**src/rtl/memory_access_stage_pkg.sv**
```systemverilog
// Shared types for the MEM stage: payload bundles, width
// encoding and the memory access state machine encoding.
package memory_access_stage_pkg;

  typedef enum logic [1:0] {
    MEM_BYTE = 2'd0,
    MEM_HALF = 2'd1,
    MEM_WORD = 2'd2
  } memoryWidth_;

  typedef enum logic [1:0] {
    IDLE      = 2'd0,
    REQUEST   = 2'd1,
    WAIT_DATA = 2'd2,
    DRAIN     = 2'd3
  } memoryAccessState_;

  typedef enum logic [1:0] {
    WB_NONE = 2'd0,
    WB_ALU  = 2'd1,
    WB_MEM  = 2'd2,
    WB_PC4  = 2'd3
  } writebackType_;

  typedef struct packed {
    logic stall;
    logic flush;
  } control_;

  typedef struct packed {
    logic          valid;
    logic          illegal;
    logic [31:0]   programCounter;
    logic [31:0]   programCounterPlus4;
    logic [4:0]    destinationRegister;
    logic [31:0]   result;
    logic [31:0]   storeData;
    logic          memoryReadEnable;
    logic          memoryWriteEnable;
    memoryWidth_   memoryWidth;
    logic          memorySigned;
    writebackType_ writebackType;
    logic [11:0]   destinationCSR;
    logic [31:0]   oldCSRValue;
    logic [1:0]    CSROp;
    logic          CSRWriteIntent;
  } executeMemoryPayload_;

  typedef struct packed {
    logic          valid;
    logic          illegal;
    logic [31:0]   programCounter;
    logic [31:0]   programCounterPlus4;
    logic [4:0]    destinationRegister;
    logic [31:0]   result;
    writebackType_ writebackType;
    logic [11:0]   destinationCSR;
    logic [31:0]   oldCSRValue;
    logic [1:0]    CSROp;
    logic          CSRWriteIntent;
  } memoryWritebackPayload_;

endpackage

```
**src/rtl/memory_access_stage_if.sv**
```systemverilog
// Data-memory bus: request/ready for issue, read-valid for
// returning load data.
interface memory_access_stage_if;

  logic        dmemRequest;
  logic        dmemWrite;
  logic [31:0] dmemAddress;
  logic [31:0] dmemWriteData;
  logic [3:0]  dmemByteEnable;
  logic        dmemReady;
  logic        dmemReadValid;
  logic [31:0] dmemReadData;

  modport master (
    output dmemRequest,
    output dmemWrite,
    output dmemAddress,
    output dmemWriteData,
    output dmemByteEnable,
    input  dmemReady,
    input  dmemReadValid,
    input  dmemReadData
  );

  modport slave (
    input  dmemRequest,
    input  dmemWrite,
    input  dmemAddress,
    input  dmemWriteData,
    input  dmemByteEnable,
    output dmemReady,
    output dmemReadValid,
    output dmemReadData
  );

endinterface

```
**src/rtl/memory_access_stage_load_store_align.sv**
```systemverilog
// Byte-lane steering for stores, load extraction with sign
// extension, and the alignment check.
module load_store_align
  import memory_access_stage_pkg::*;
(
  input  memoryWidth_ i_width,
  input  logic [1:0]  i_offset,
  input  logic        i_signed,
  input  logic [31:0] i_storeData,
  input  logic [31:0] i_readData,
  output logic [3:0]  o_byteEnable,
  output logic [31:0] o_writeData,
  output logic [31:0] o_loadData,
  output logic        o_misaligned
);

  logic        w_isByte;
  logic        w_isHalf;
  logic [31:0] w_shifted;

  assign w_isByte  = (i_width == MEM_BYTE);
  assign w_isHalf  = (i_width == MEM_HALF);
  assign w_shifted = i_readData >> {i_offset, 3'b000};

  always_comb begin
    o_byteEnable = 4'b1111;
    o_writeData  = i_storeData;
    o_loadData   = w_shifted;
    o_misaligned = |i_offset;
    unique case (1'b1)
      w_isByte: begin
        o_byteEnable = 4'b0001 << i_offset;
        o_writeData  = {4{i_storeData[7:0]}};
        o_loadData   = {{24{i_signed & w_shifted[7]}},
                        w_shifted[7:0]};
        o_misaligned = 1'b0;
      end
      w_isHalf: begin
        o_byteEnable = i_offset[1] ? 4'b1100 : 4'b0011;
        o_writeData  = {2{i_storeData[15:0]}};
        o_loadData   = {{16{i_signed & w_shifted[15]}},
                        w_shifted[15:0]};
        o_misaligned = i_offset[0];
      end
      default: ;
    endcase
  end

endmodule

```
**src/rtl/memory_access_stage.sv**
```systemverilog
// MEM pipeline stage: drives the data-memory handshake and
// registers the writeback payload.
module memory_access_stage
  import memory_access_stage_pkg::*;
#(
  parameter int TIMEOUT_CYCLES = 0
) (
  input  logic                   clock,
  input  logic                   reset,
  input  executeMemoryPayload_   executeMemoryPayload,
  input  control_                memoryWritebackControl,
  output memoryWritebackPayload_ memoryWritebackPayload,
  output logic                   memoryBusy,
  memory_access_stage_if.master  dmem
);

  localparam int CW =
    (TIMEOUT_CYCLES > 0) ? $clog2(TIMEOUT_CYCLES + 1) : 1;
  localparam logic [CW-1:0] LIMIT = CW'(TIMEOUT_CYCLES);

  memoryAccessState_      r_state;
  logic [CW-1:0]          r_count;
  logic                   r_held;
  logic                   r_heldTimeout;
  logic [31:0]            r_heldResult;
  memoryWritebackPayload_ r_out;

  executeMemoryPayload_   w_p;
  memoryWritebackPayload_ w_next;
  logic        w_flush;
  logic        w_stall;
  logic        w_memop;
  logic        w_store;
  logic        w_misaligned;
  logic        w_timeout;
  logic        w_request;
  logic        w_accept;
  logic        w_loadDone;
  logic        w_busDone;
  logic        w_complete;
  logic        w_busy;
  logic        w_timeoutFlag;
  logic [3:0]  w_byteEnable;
  logic [31:0] w_writeData;
  logic [31:0] w_loadData;
  logic [31:0] w_result;

  assign w_p     = executeMemoryPayload;
  assign w_flush = memoryWritebackControl.flush;
  assign w_stall = memoryWritebackControl.stall;
  assign w_store = w_p.memoryWriteEnable;
  assign w_memop = w_p.valid && !w_p.illegal &&
    (w_p.memoryReadEnable || w_p.memoryWriteEnable);

  load_store_align u_align (
    .i_width      (w_p.memoryWidth),
    .i_offset     (w_p.result[1:0]),
    .i_signed     (w_p.memorySigned),
    .i_storeData  (w_p.storeData),
    .i_readData   (dmem.dmemReadData),
    .o_byteEnable (w_byteEnable),
    .o_writeData  (w_writeData),
    .o_loadData   (w_loadData),
    .o_misaligned (w_misaligned)
  );

  assign w_timeout = (TIMEOUT_CYCLES > 0) &&
    (r_state == REQUEST) && (r_count == LIMIT);

  // r_held blocks a re-issue of an op that finished under stall
  assign w_request = !reset && !w_flush && (
    (r_state == IDLE && w_memop && !w_misaligned && !r_held) ||
    (r_state == REQUEST && !w_timeout));

  assign w_accept   = w_request && dmem.dmemReady;
  assign w_loadDone = (r_state == WAIT_DATA) &&
    dmem.dmemReadValid && !w_flush;
  assign w_busDone  = (w_accept && w_store) ||
    w_timeout || w_loadDone;
  assign w_complete = (w_memop && w_misaligned) ||
    r_held || w_busDone;
  assign w_busy = (w_memop && !w_complete) ||
    (r_state == DRAIN);

  // loads that never returned data pass result through
  assign w_result = r_held ? r_heldResult :
    (w_loadDone ? w_loadData : w_p.result);
  assign w_timeoutFlag = r_held ? r_heldTimeout : w_timeout;

  assign dmem.dmemRequest    = w_request;
  assign dmem.dmemWrite      = w_request && w_store;
  assign dmem.dmemAddress    = {w_p.result[31:2], 2'b00};
  assign dmem.dmemWriteData  = w_writeData;
  assign dmem.dmemByteEnable =
    (w_request && w_store) ? w_byteEnable : 4'b0000;

  assign memoryBusy             = w_busy;
  assign memoryWritebackPayload = r_out;

  always_comb begin
    w_next                     = '0;
    w_next.valid               = w_p.valid;
    w_next.illegal             = w_p.illegal |
      (w_memop & w_misaligned) | w_timeoutFlag;
    w_next.programCounter      = w_p.programCounter;
    w_next.programCounterPlus4 = w_p.programCounterPlus4;
    w_next.destinationRegister = w_p.destinationRegister;
    w_next.result              = w_result;
    w_next.writebackType       = w_p.writebackType;
    w_next.destinationCSR      = w_p.destinationCSR;
    w_next.oldCSRValue         = w_p.oldCSRValue;
    w_next.CSROp               = w_p.CSROp;
    w_next.CSRWriteIntent      = w_p.CSRWriteIntent;
  end

  always_ff @(posedge clock) begin
    if (reset) begin
      r_state       <= IDLE;
      r_count       <= '0;
      r_held        <= 1'b0;
      r_heldTimeout <= 1'b0;
      r_heldResult  <= '0;
      r_out         <= '0;
    end else begin
      unique case (r_state)
        IDLE: begin
          if (w_request && !dmem.dmemReady)
            r_state <= REQUEST;
          else if (w_accept && !w_store)
            r_state <= WAIT_DATA;
        end
        REQUEST: begin
          if (!w_request)
            r_state <= IDLE;
          else if (dmem.dmemReady)
            r_state <= w_store ? IDLE : WAIT_DATA;
        end
        WAIT_DATA: begin
          if (dmem.dmemReadValid)
            r_state <= IDLE;
          else if (w_flush)
            r_state <= DRAIN;
        end
        DRAIN: begin
          if (dmem.dmemReadValid)
            r_state <= IDLE;
        end
      endcase

      if (r_state == REQUEST && w_request && !dmem.dmemReady)
        r_count <= r_count + 1'b1;
      else
        r_count <= '0;

      if (w_flush || !w_stall) begin
        r_held <= 1'b0;
      end else if (w_busDone) begin
        r_held        <= 1'b1;
        r_heldResult  <= w_result;
        r_heldTimeout <= w_timeout;
      end

      if (w_flush)
        r_out.valid <= 1'b0;
      else if (!w_stall && w_busy)
        r_out.valid <= 1'b0;
      else if (!w_stall)
        r_out <= w_next;
    end
  end

endmodule

```
**src/flat_wrapper.sv**
```systemverilog
// flat-port wrapper written by rule: the top's interface ports become plain ports
module memory_access_stage_flat import memory_access_stage_pkg::*;
#(
  parameter int TIMEOUT_CYCLES = 0
)
  (clock, reset, executeMemoryPayload, memoryWritebackControl, memoryWritebackPayload, memoryBusy, dmem_dmemRequest, dmem_dmemWrite, dmem_dmemAddress, dmem_dmemWriteData, dmem_dmemByteEnable, dmem_dmemReady, dmem_dmemReadValid, dmem_dmemReadData);
  memory_access_stage_if dmem_i ();
  input  logic clock;
  input  logic reset;
  input  executeMemoryPayload_ executeMemoryPayload;
  input  control_ memoryWritebackControl;
  output memoryWritebackPayload_ memoryWritebackPayload;
  output logic memoryBusy;
  output wire logic [$bits(dmem_i.dmemRequest)-1:0] dmem_dmemRequest;
  output wire logic [$bits(dmem_i.dmemWrite)-1:0] dmem_dmemWrite;
  output wire logic [$bits(dmem_i.dmemAddress)-1:0] dmem_dmemAddress;
  output wire logic [$bits(dmem_i.dmemWriteData)-1:0] dmem_dmemWriteData;
  output wire logic [$bits(dmem_i.dmemByteEnable)-1:0] dmem_dmemByteEnable;
  input wire logic [$bits(dmem_i.dmemReady)-1:0] dmem_dmemReady;
  input wire logic [$bits(dmem_i.dmemReadValid)-1:0] dmem_dmemReadValid;
  input wire logic [$bits(dmem_i.dmemReadData)-1:0] dmem_dmemReadData;
  assign dmem_dmemRequest = dmem_i.dmemRequest;
  assign dmem_dmemWrite = dmem_i.dmemWrite;
  assign dmem_dmemAddress = dmem_i.dmemAddress;
  assign dmem_dmemWriteData = dmem_i.dmemWriteData;
  assign dmem_dmemByteEnable = dmem_i.dmemByteEnable;
  assign dmem_i.dmemReady = dmem_dmemReady;
  assign dmem_i.dmemReadValid = dmem_dmemReadValid;
  assign dmem_i.dmemReadData = dmem_dmemReadData;
  memory_access_stage #(.TIMEOUT_CYCLES(TIMEOUT_CYCLES)) u_core (.clock(clock), .reset(reset), .executeMemoryPayload(executeMemoryPayload), .memoryWritebackControl(memoryWritebackControl), .memoryWritebackPayload(memoryWritebackPayload), .memoryBusy(memoryBusy), .dmem(dmem_i));
endmodule
```
**config.mk**
```make
export PLATFORM = sky130hd
export DESIGN_NAME = memory_access_stage_flat
export DESIGN_NICKNAME = d
export VERILOG_FILES = /design/src/rtl/memory_access_stage_pkg.sv /design/src/rtl/memory_access_stage_if.sv /design/src/rtl/memory_access_stage_load_store_align.sv /design/src/rtl/memory_access_stage.sv /design/src/flat_wrapper.sv
export SDC_FILE = /design/constraint.sdc
export NUM_CORES = 1
export LEC_CHECK = 0
export CORE_AREA = 8 8 170 172
export CTS_CLUSTER_SIZE = 14
export DETAILED_ROUTE_END_ITERATION = 10
export DIE_AREA = 0 0 178 180
export GPL_TIMING_DRIVEN = 0
export PLACE_DENSITY = 0.8
export SYNTH_ARGS = -nofsm -noshare
export SYNTH_HDL_FRONTEND = slang
export SYNTH_SLANG_ARGS = --single-unit
```
**constraint.sdc**
```tcl
create_clock -name clock -period 2.4 [get_ports clock]
set_input_delay 0.48 -clock clock [delete_from_list [all_inputs] [get_ports clock]]
set_output_delay 0.48 -clock clock [all_outputs]
set_load 0.05 [all_outputs]
```
==> reports/results.env, run 1 <==
PRE_CTS_SLACK_PS=-1230
SYNTHESIS.AREA_PER_INSTANCE_UM2=7.85
POST-ROUTE-MIN-PERIOD_PS=2400
STATUS='completed'
SYNTH-SEQ-CELLS=187
ANTENNA_VIOLATING_NETS_POST_ROUTE=0
FINAL-HOLD-VIOLATION-COUNT=0
CRITICAL_PATH_PEAK_FANOUT=10
CP_DATA_REQUIRED_TIME_PS=2750
CTS.HTREE.LEVELS=4
SYNTHESIS.INSTANCES=1097
MIN_PATH_TYPE='reg -> reg'
DIEHEIGHT_UM=180
GLOBALROUTETOTALUTIL=0.232
TOTAL_POWER_mW=8.53
LAYOUT-DRIVE-GT1-SHARE=0.153
YS.WARNINGS.COUNT=0
SYNTH_AREA_LEADERS='dfxtp_1, nand2_1, a21oi_1'
DRT-PASS1-ITER-COUNT=6
WORSTPATHARRIVAL_PS=2750
FIRST_GLOBAL_VIAS=9942
TIMING.CRITICAL_PATH.CELLS='clkdlybuf4s50_1, and4bb_4, clkbuf_1, nand3_1, a21oi_1, o21ai_0, a21oi_1'
SHARE_OF_SYNTHESIZED_AREA_OCCUPIED_BY_FLIP_FLOPS_AND_LATCHES=0.435
GRT_OVERFLOW=0
CRITPATHMAXSTAGEDELAY_PS=550
GLOBAL_ROUTE_WIRE_LENGTH_BEFORE_REPAIR_UM=57800
SYN_TO_FINAL_GROWTH_PCT=68.0
POST-ROUTE-WORST-SETUP-SLACK_PS=2.19
FINALWEIGHTEDCONGESTION=0.964
INITIAL_UTILIZATION=0.327
POWER_DENSITY_mW_PER_MM2=590
PLACEMENT_ROWS=60
RELSLEWSLACK=0.438
CRITPATHKIND='in -> reg'
GLOBAL_ROUTE.PEAK_USAGE_LAYER='met2'
CPMOSTUSEDCELL='a21oi_1'
MAXCAPVIOLCOUNT=0
SETUP-VIOLATIONS-FINAL=0
MET2_USAGE=0.418
PLACEABLECOREAREA_MM2=0.0264
CP-END-KIND='register'
CTS.PATH.MAX_BUFFERS=2
CRITICAL_PATH_TOP_DELAY_CELL='clkdlybuf4s50_1'
LAYOUT_WORST_PATH_CYCLE_SHARE=0.999
FMAXACHIEVABLE_MHz=417
SYNTH_ASYNC_SR_FLOP_SHARE=0
UTILIZATION=0.549
GRT_START_MAX_NET_PINS=21
YOSYSTOPAREACELLSHARE=0.435
IR_DROP_mV=0.465
ANTENNA_CELLS_INSERTED=0
CRIT_BUF_INV=2
DR_DRC_COUNT=0
POWER_LEAKAGE_nW=5.41
DIE_WIDTH_UM=178
WIRE_PER_INST_UM=20.3
SYNTH.TOP_CELLS.BY_COUNT='nand2_1, dfxtp_1, a21oi_1, nor2_1, clkbuf_1'
CLKLATENCYLATEPIN_PS=430
YOSYSTOPAREACELL='dfxtp_1'
DRT_FIRST_ITER_VIOLATIONS=693
GLOBALROUTEMET1UTIL=0.236
CTS_INSERTED_BUFFERS=17
TRITONCTS='done'
PATH_CLK_SLEW_PS=80
SYNTH_EDF_COUNT=0
DOMINANTREGCELLSYNTH='dfxtp_1'
GRT_ANTENNA_BEFORE_REPAIR=0
SETUP_TNS_PS=0
YS_TYPES=54
CTSROOTBUFFERMASTER='clkbuf_16'
DIE_AREA_MM2=0.0320
START_KIND='primary input'
TOTAL_WIRELENGTH_UM=39200
DRT-VIAS-PER-INSTANCE=5.10
FINALNETCOUNT=1802
SYNTHMOSTINSTANTIATEDCELL='nand2_1'
WHS_PS=454
DP.FINAL_HPWL_UM=31800
GRTUSAGEMET3=0.0750
CTS_SINKS=187
CP_TOP_FAMILY='buffers and inverters'
SUMMED_INSTANCE_AREA_OF_THE_SYNTHESIZED_NETLIST_MM2=0.00861
FINALCLOCKSKEW_PS=13.0
DR_TOTAL_VIAS=9842
IOPINCOUNT=450
SLEW_VIOLATIONS=0
WORST_SLEW_PIN_SLEW_PS=843
PORT_BUFFERS=445
-- cell families after synthesis --
family / synth area share
buffers and inverters: 0.0870
XOR/XNOR: 0.00102
flip-flops: 0.435
AND/OR/NAND/NOR: 0.202
other: 0.000435
multiplexers: 0.0755
AO/OA/AOI/OAI: 0.199
-- area by class of cell --
type | count | area, um2
plain buffers | 130 | 763
clock buffers | 18 | 439
clock inverters | 14 | 169
fillers | 2388 | 11900
inverters | 13 | 52.6
multi-input cells | 767 | 4380
flip-flops and latches | 187 | 3740
well taps | 341 | 427
repair buffers | 459 | 4500
-- metrics by stage --
step | area [um2] | instances
2_1_floorplan | 8650 | 1098
3_3_place_gp | 13500 | 1884
3_5_place_dp | 13500 | 1884
4_1_cts | 14300 | 1922
5_1_grt | 14500 | 1929
6_report | 14500 | 1929
-- what timing repair did --
| item | in CTS | in global routing |
|---|---|---|
| hold buffers | 0 | 0 |
| setup endpoints to repair | 228 | 172 |
| resized for setup | 226 | 53 |
| pin swaps | 5 | 4 |
| buffers inserted | 7 | 7 |
-- report_power, final --
part,switching [mW],internal [mW]
Clock,1.42,1.44
Combinational,1.43,0.930
Sequential,0.0706,3.24
Total,2.92,5.61
-- placed cells by master, fill, tap and decap left out, types with 7 or more instances in the layout --
master           netlist  routed
nand2_1              308     307
dfxtp_1              187     187
clkdlybuf4s50_1        0     380
o21ai_0               32      32
a21oi_1              180     176
dlymetal6s2s_1         0       7
buf_2                 41      41
a311oi_1              12      12
a211oi_1               8       8
clkbuf_16              0      17
nor2b_1                7       7
buf_6                  0       7
dlygate4sd2_1          0      31
mux2_2                26      26
o32ai_1                8       8
nand3_1               16      16
nor3_1                17      17
clkbuf_4               0       8
mux2i_1               23      23
buf_4                 41      66
nor2_1                51      45
a22oi_1                8       8
clkbuf_2               3      16
inv_1                 13      12
clkbuf_1              42      28
-- state kept, by name, indices dropped and copies added, names as in the netlist --
name                           flops
u_core.r_heldResult               32
u_core.r_held                      1
u_core.memoryWritebackPayload    152
u_core.r_state                     2
-- worst paths after layout --
kind                            slack (ps)                                         endpoint                                             from  cells past startpoint
worst min-delay path                   450  u_core.memoryWritebackPayload[148]$_SDFFE_PP0P_  u_core.memoryWritebackPayload[148]$_SDFFE_PP0P_                      2
worst min register to register         450  u_core.memoryWritebackPayload[148]$_SDFFE_PP0P_  u_core.memoryWritebackPayload[148]$_SDFFE_PP0P_                      2
worst max register to register         140   u_core.memoryWritebackPayload[75]$_SDFFE_PP0P_                       u_core.r_held$_SDFFE_PP0P_                      7
worst max-delay path                     2             u_core.r_heldResult[22]$_SDFFE_PP0P_                               dmem_dmemReadValid                      7
-- worst reg2reg max path: stages (launching register included) --
cell,delay [ps]
dfxtp_1,450
nor2_2,80
and4_1,200
buf_2,180
a221o_2,430
clkbuf_4,270
a2111oi_1,460
nor3_1,90
-- routing by layer --
layer / wire length (um) / share of wire
met3: 3670 / 0.094
met4: 1790 / 0.046
met5: 0 / 0
met2: 19700 / 0.50
met1: 14000 / 0.36
(Power assumes the default switching activity.)
==> run 2, diff against run 1 <==
--- a/config.mk
+++ b/config.mk
@@ -6,11 +6,12 @@
 export NUM_CORES = 1
 export LEC_CHECK = 0
 export CORE_AREA = 8 8 170 172
-export CTS_CLUSTER_SIZE = 14
+export CTS_CLUSTER_SIZE = 8
 export DETAILED_ROUTE_END_ITERATION = 10
 export DIE_AREA = 0 0 178 180
 export GPL_TIMING_DRIVEN = 0
 export PLACE_DENSITY = 0.8
+export SKIP_LAST_GASP = 1
 export SYNTH_ARGS = -nofsm -noshare
 export SYNTH_HDL_FRONTEND = slang
 export SYNTH_SLANG_ARGS = --single-unit
==> reports/results.env, run 2 (same netlist as run 1, synthesis figures left out) <==
FLIP_FLOP_COUNT_OF_THE_LARGEST_REGISTER_ALL_COPIES_AND_WORDS_ADDED=152  # unchanged
FINAL.FILL_COUNT=2390  # +0.084%
PORT_BUFFERS=445  # unchanged
CTSROOTBUFFERMASTER='clkbuf_16'
CTS.PATH.MAX_BUFFERS=2  # unchanged
SEQUENTIALPOWERSHARE=0.388  # about the same
CRITICAL_PATH_PEAK_FANOUT=2  # -8
CP-END-KIND='primary output'
SYN_TO_FINAL_GROWTH_PCT=68.3
FINAL-HOLD-VIOLATION-COUNT=0  # unchanged
DIEHEIGHT_UM=180  # unchanged
CRITPATHLAUNCH='executeMemoryPayload[90]'
WIRE_PER_INST_UM=20.3  # about the same
DIE_AREA_MM2=0.0320  # unchanged
PLACEMENT_ROWS=60  # unchanged
GRT_SETUP_UNREPAIRED='true'
CTSHOLDBUFFERS=0  # unchanged
DRT-PASS1-ITER-COUNT=5  # -1
IOPINCOUNT=450  # unchanged
FIRST_GLOBAL_VIAS=9952  # +0.10%
ENDPOINT='dmem_dmemAddress[4]'
POST-ROUTE-MIN-PERIOD_PS=2380  # -17.4 ps
TOTAL_POWER_mW=8.53  # about the same
ANTENNA_CELLS_INSERTED=0  # unchanged
RELSLEWSLACK=0.409  # -0.0289
WORSTPATHARRIVAL_PS=1900  # -850 ps
AREA_USED_BY_MULTI_INPUT_COMBINATIONAL_LOGIC_MM2=0.00440  # +0.57%
STATUS='completed'
TRITONCTS='done'
REGTOREGSTARTPOINT='u_core.r_held$_SDFFE_PP0P_'
DR_TOTAL_VIAS=9895  # +0.54%
UTILIZATION=0.550  # +0.000997
PRE_CTS_SLACK_PS=-1230  # unchanged
GRT_OVERFLOW=0  # unchanged
IR_DROP_mV=0.460  # -1.1%
FINAL_CELLS=1929  # unchanged
LAYOUT.CELL_AREA.NON_FILLER_MM2=0.0145  # +0.18%
PATH_CLK_SLEW_PS=70  # about the same
CTS_SINKS=187  # unchanged
NUMPLACEDINSTANCES=1884  # unchanged
REG2REG_TO='u_core.memoryWritebackPayload[67]$_SDFFE_PP0P_'
WORST-R2R-SETUP-SLACK_PS=200  # +60 ps
DR_DRC_COUNT=0  # unchanged
MAXCAPVIOLCOUNT=0  # unchanged
FRACTION_OF_POWER_SPENT_SWITCHING_NETS=0.342  # about the same
TOTAL_WIRELENGTH_UM=39200  # about the same
GLOBALROUTETOTALUTIL=0.232  # about the same
WORST_SLEW_PIN_SLEW_PS=887  # +43.4 ps
FINALNETCOUNT=1802  # unchanged
SHARE_COMB_OF_TOTAL_POWER=0.277  # about the same
DP.FINAL_HPWL_UM=31800  # unchanged
SETUP-VIOLATIONS-FINAL=0  # unchanged
START_KIND='primary input'
GLOBAL_ROUTE_WIRE_LENGTH_BEFORE_REPAIR_UM=57800  # about the same
FINALCLOCKSKEW_PS=17.6  # +4.51 ps
INITIAL_UTILIZATION=0.327  # unchanged
SLEW_VIOLATIONS=0  # unchanged
FMAXACHIEVABLE_MHz=420  # +0.73%
LAYOUT_COMMON_CELLS='clkdlybuf4s50_1, nand2_1, dfxtp_1, a21oi_1, buf_4'
CTS.HTREE.LEVELS=4  # unchanged
INTERNAL_POWER_mW=5.61  # about the same
DRT-VIAS-PER-INSTANCE=5.13  # +0.54%
LAYOUT-DRIVE-GT1-SHARE=0.154  # +0.00126
LAYOUT_WORST_PATH_CYCLE_SHARE=0.992  # -0.00726
CTS_INSERTED_BUFFERS=17  # unchanged
WHS_PS=454  # +0.0110 ps
FF2FF_PATH_DEPTH=7  # unchanged
POWER_DENSITY_mW_PER_MM2=588  # -0.20%
FINALWEIGHTEDCONGESTION=0.964  # unchanged
FINAL-SEQ-AREA_MM2=0.00374  # unchanged
POST_DP_CELL_AREA_MM2=0.0135  # unchanged
POST-ROUTE-WORST-SETUP-SLACK_PS=19.6  # +17.4 ps
PLACEABLECOREAREA_MM2=0.0264  # unchanged
CLKLATENCYLATEPIN_PS=430  # about the same
GRT_ANTENNA_BEFORE_REPAIR=0  # unchanged
TOTAL_SWITCHING_POWER_mW=2.92  # about the same
DRT_FIRST_ITER_VIOLATIONS=660  # -4.8%
CP_DATA_REQUIRED_TIME_PS=1920  # -830 ps
CRITPATHKIND='in -> out'
MIN_PATH_TYPE='reg -> reg'
POWER_LEAKAGE_nW=5.42  # +0.17%
DIE_WIDTH_UM=178  # unchanged
GRT_START_MAX_NET_PINS=21  # unchanged
MOST_FREQUENT_STANDARD_CELL_IN_THE_LAYOUT_EXCLUDING_FILL_AND_TAP_CELLS='clkdlybuf4s50_1'
CLOCK_POWER_SHARE=0.335  # about the same
SETUP_TNS_PS=0  # unchanged
ANTENNA_VIOLATING_NETS_POST_ROUTE=0  # unchanged
run 2: worst min path at each step:
stage,slack (ps),startpoint,cells after the start,to
final,450,u_core.memoryWritebackPayload[148]$_SDFFE_PP0P_,2,u_core.memoryWritebackPayload[148]$_SDFFE_PP0P_
after global routing,470,dmem_dmemReadValid,2,u_core.r_state[1]$_SDFFE_PP0P_
after CTS,450,u_core.r_heldResult[16]$_SDFFE_PP0P_,2,u_core.r_heldResult[16]$_SDFFE_PP0P_
after detailed placement,450,u_core.r_heldResult[17]$_SDFFE_PP0P_,2,u_core.r_heldResult[17]$_SDFFE_PP0P_
after global placement,430,u_core.r_heldResult[16]$_SDFFE_PP0P_,2,u_core.r_heldResult[16]$_SDFFE_PP0P_
after floorplan,430,u_core.r_heldResult[16]$_SDFFE_PP0P_,2,u_core.r_heldResult[16]$_SDFFE_PP0P_
run 2: layer usage:
metal | GRT usage | up-vias | part of all wire
li1 | - | 4675 | -
met1 | 0.236 | 4586 | 0.36
met2 | 0.419 | 546 | 0.50
met3 | 0.0742 | 88 | 0.096
met4 | 0.113 | 0 | 0.044
met5 | 0 | - | 0
run 2: area by class of cell:
cell class	instances	area share
timing repair buffer	459	0.310
multi-input combinational	767	0.304
clock inverter	14	0.0117
sequential	187	0.258
buffer	130	0.0527
tap	341	0.0294
clock buffer	18	0.0303
inverter	13	0.00363
run 2: what timing repair did:
item / in CTS / in global routing
endpoints found under the setup margin: 228 / 172
pin swaps: 4 / 4
gates resized for setup: 221 / 57
setup buffers: 7 / 7
run 2: power groups by stage:
stage	clock network (mW)	registers (mW)	logic (mW)
6_report	2.86	3.31	2.36
5_1_grt	3.04	3.33	2.48
4_1_cts	2.91	3.31	2.35
3_5_place_dp	0	3.38	2.33
3_3_place_gp	0	3.37	2.32
2_1_floorplan	0	3.83	0.829
run 2: worst max-delay path, cell delays in order:
cell             delay (ps)
clkdlybuf4s50_1         510
buf_4                   120
clkdlybuf4s50_1         790
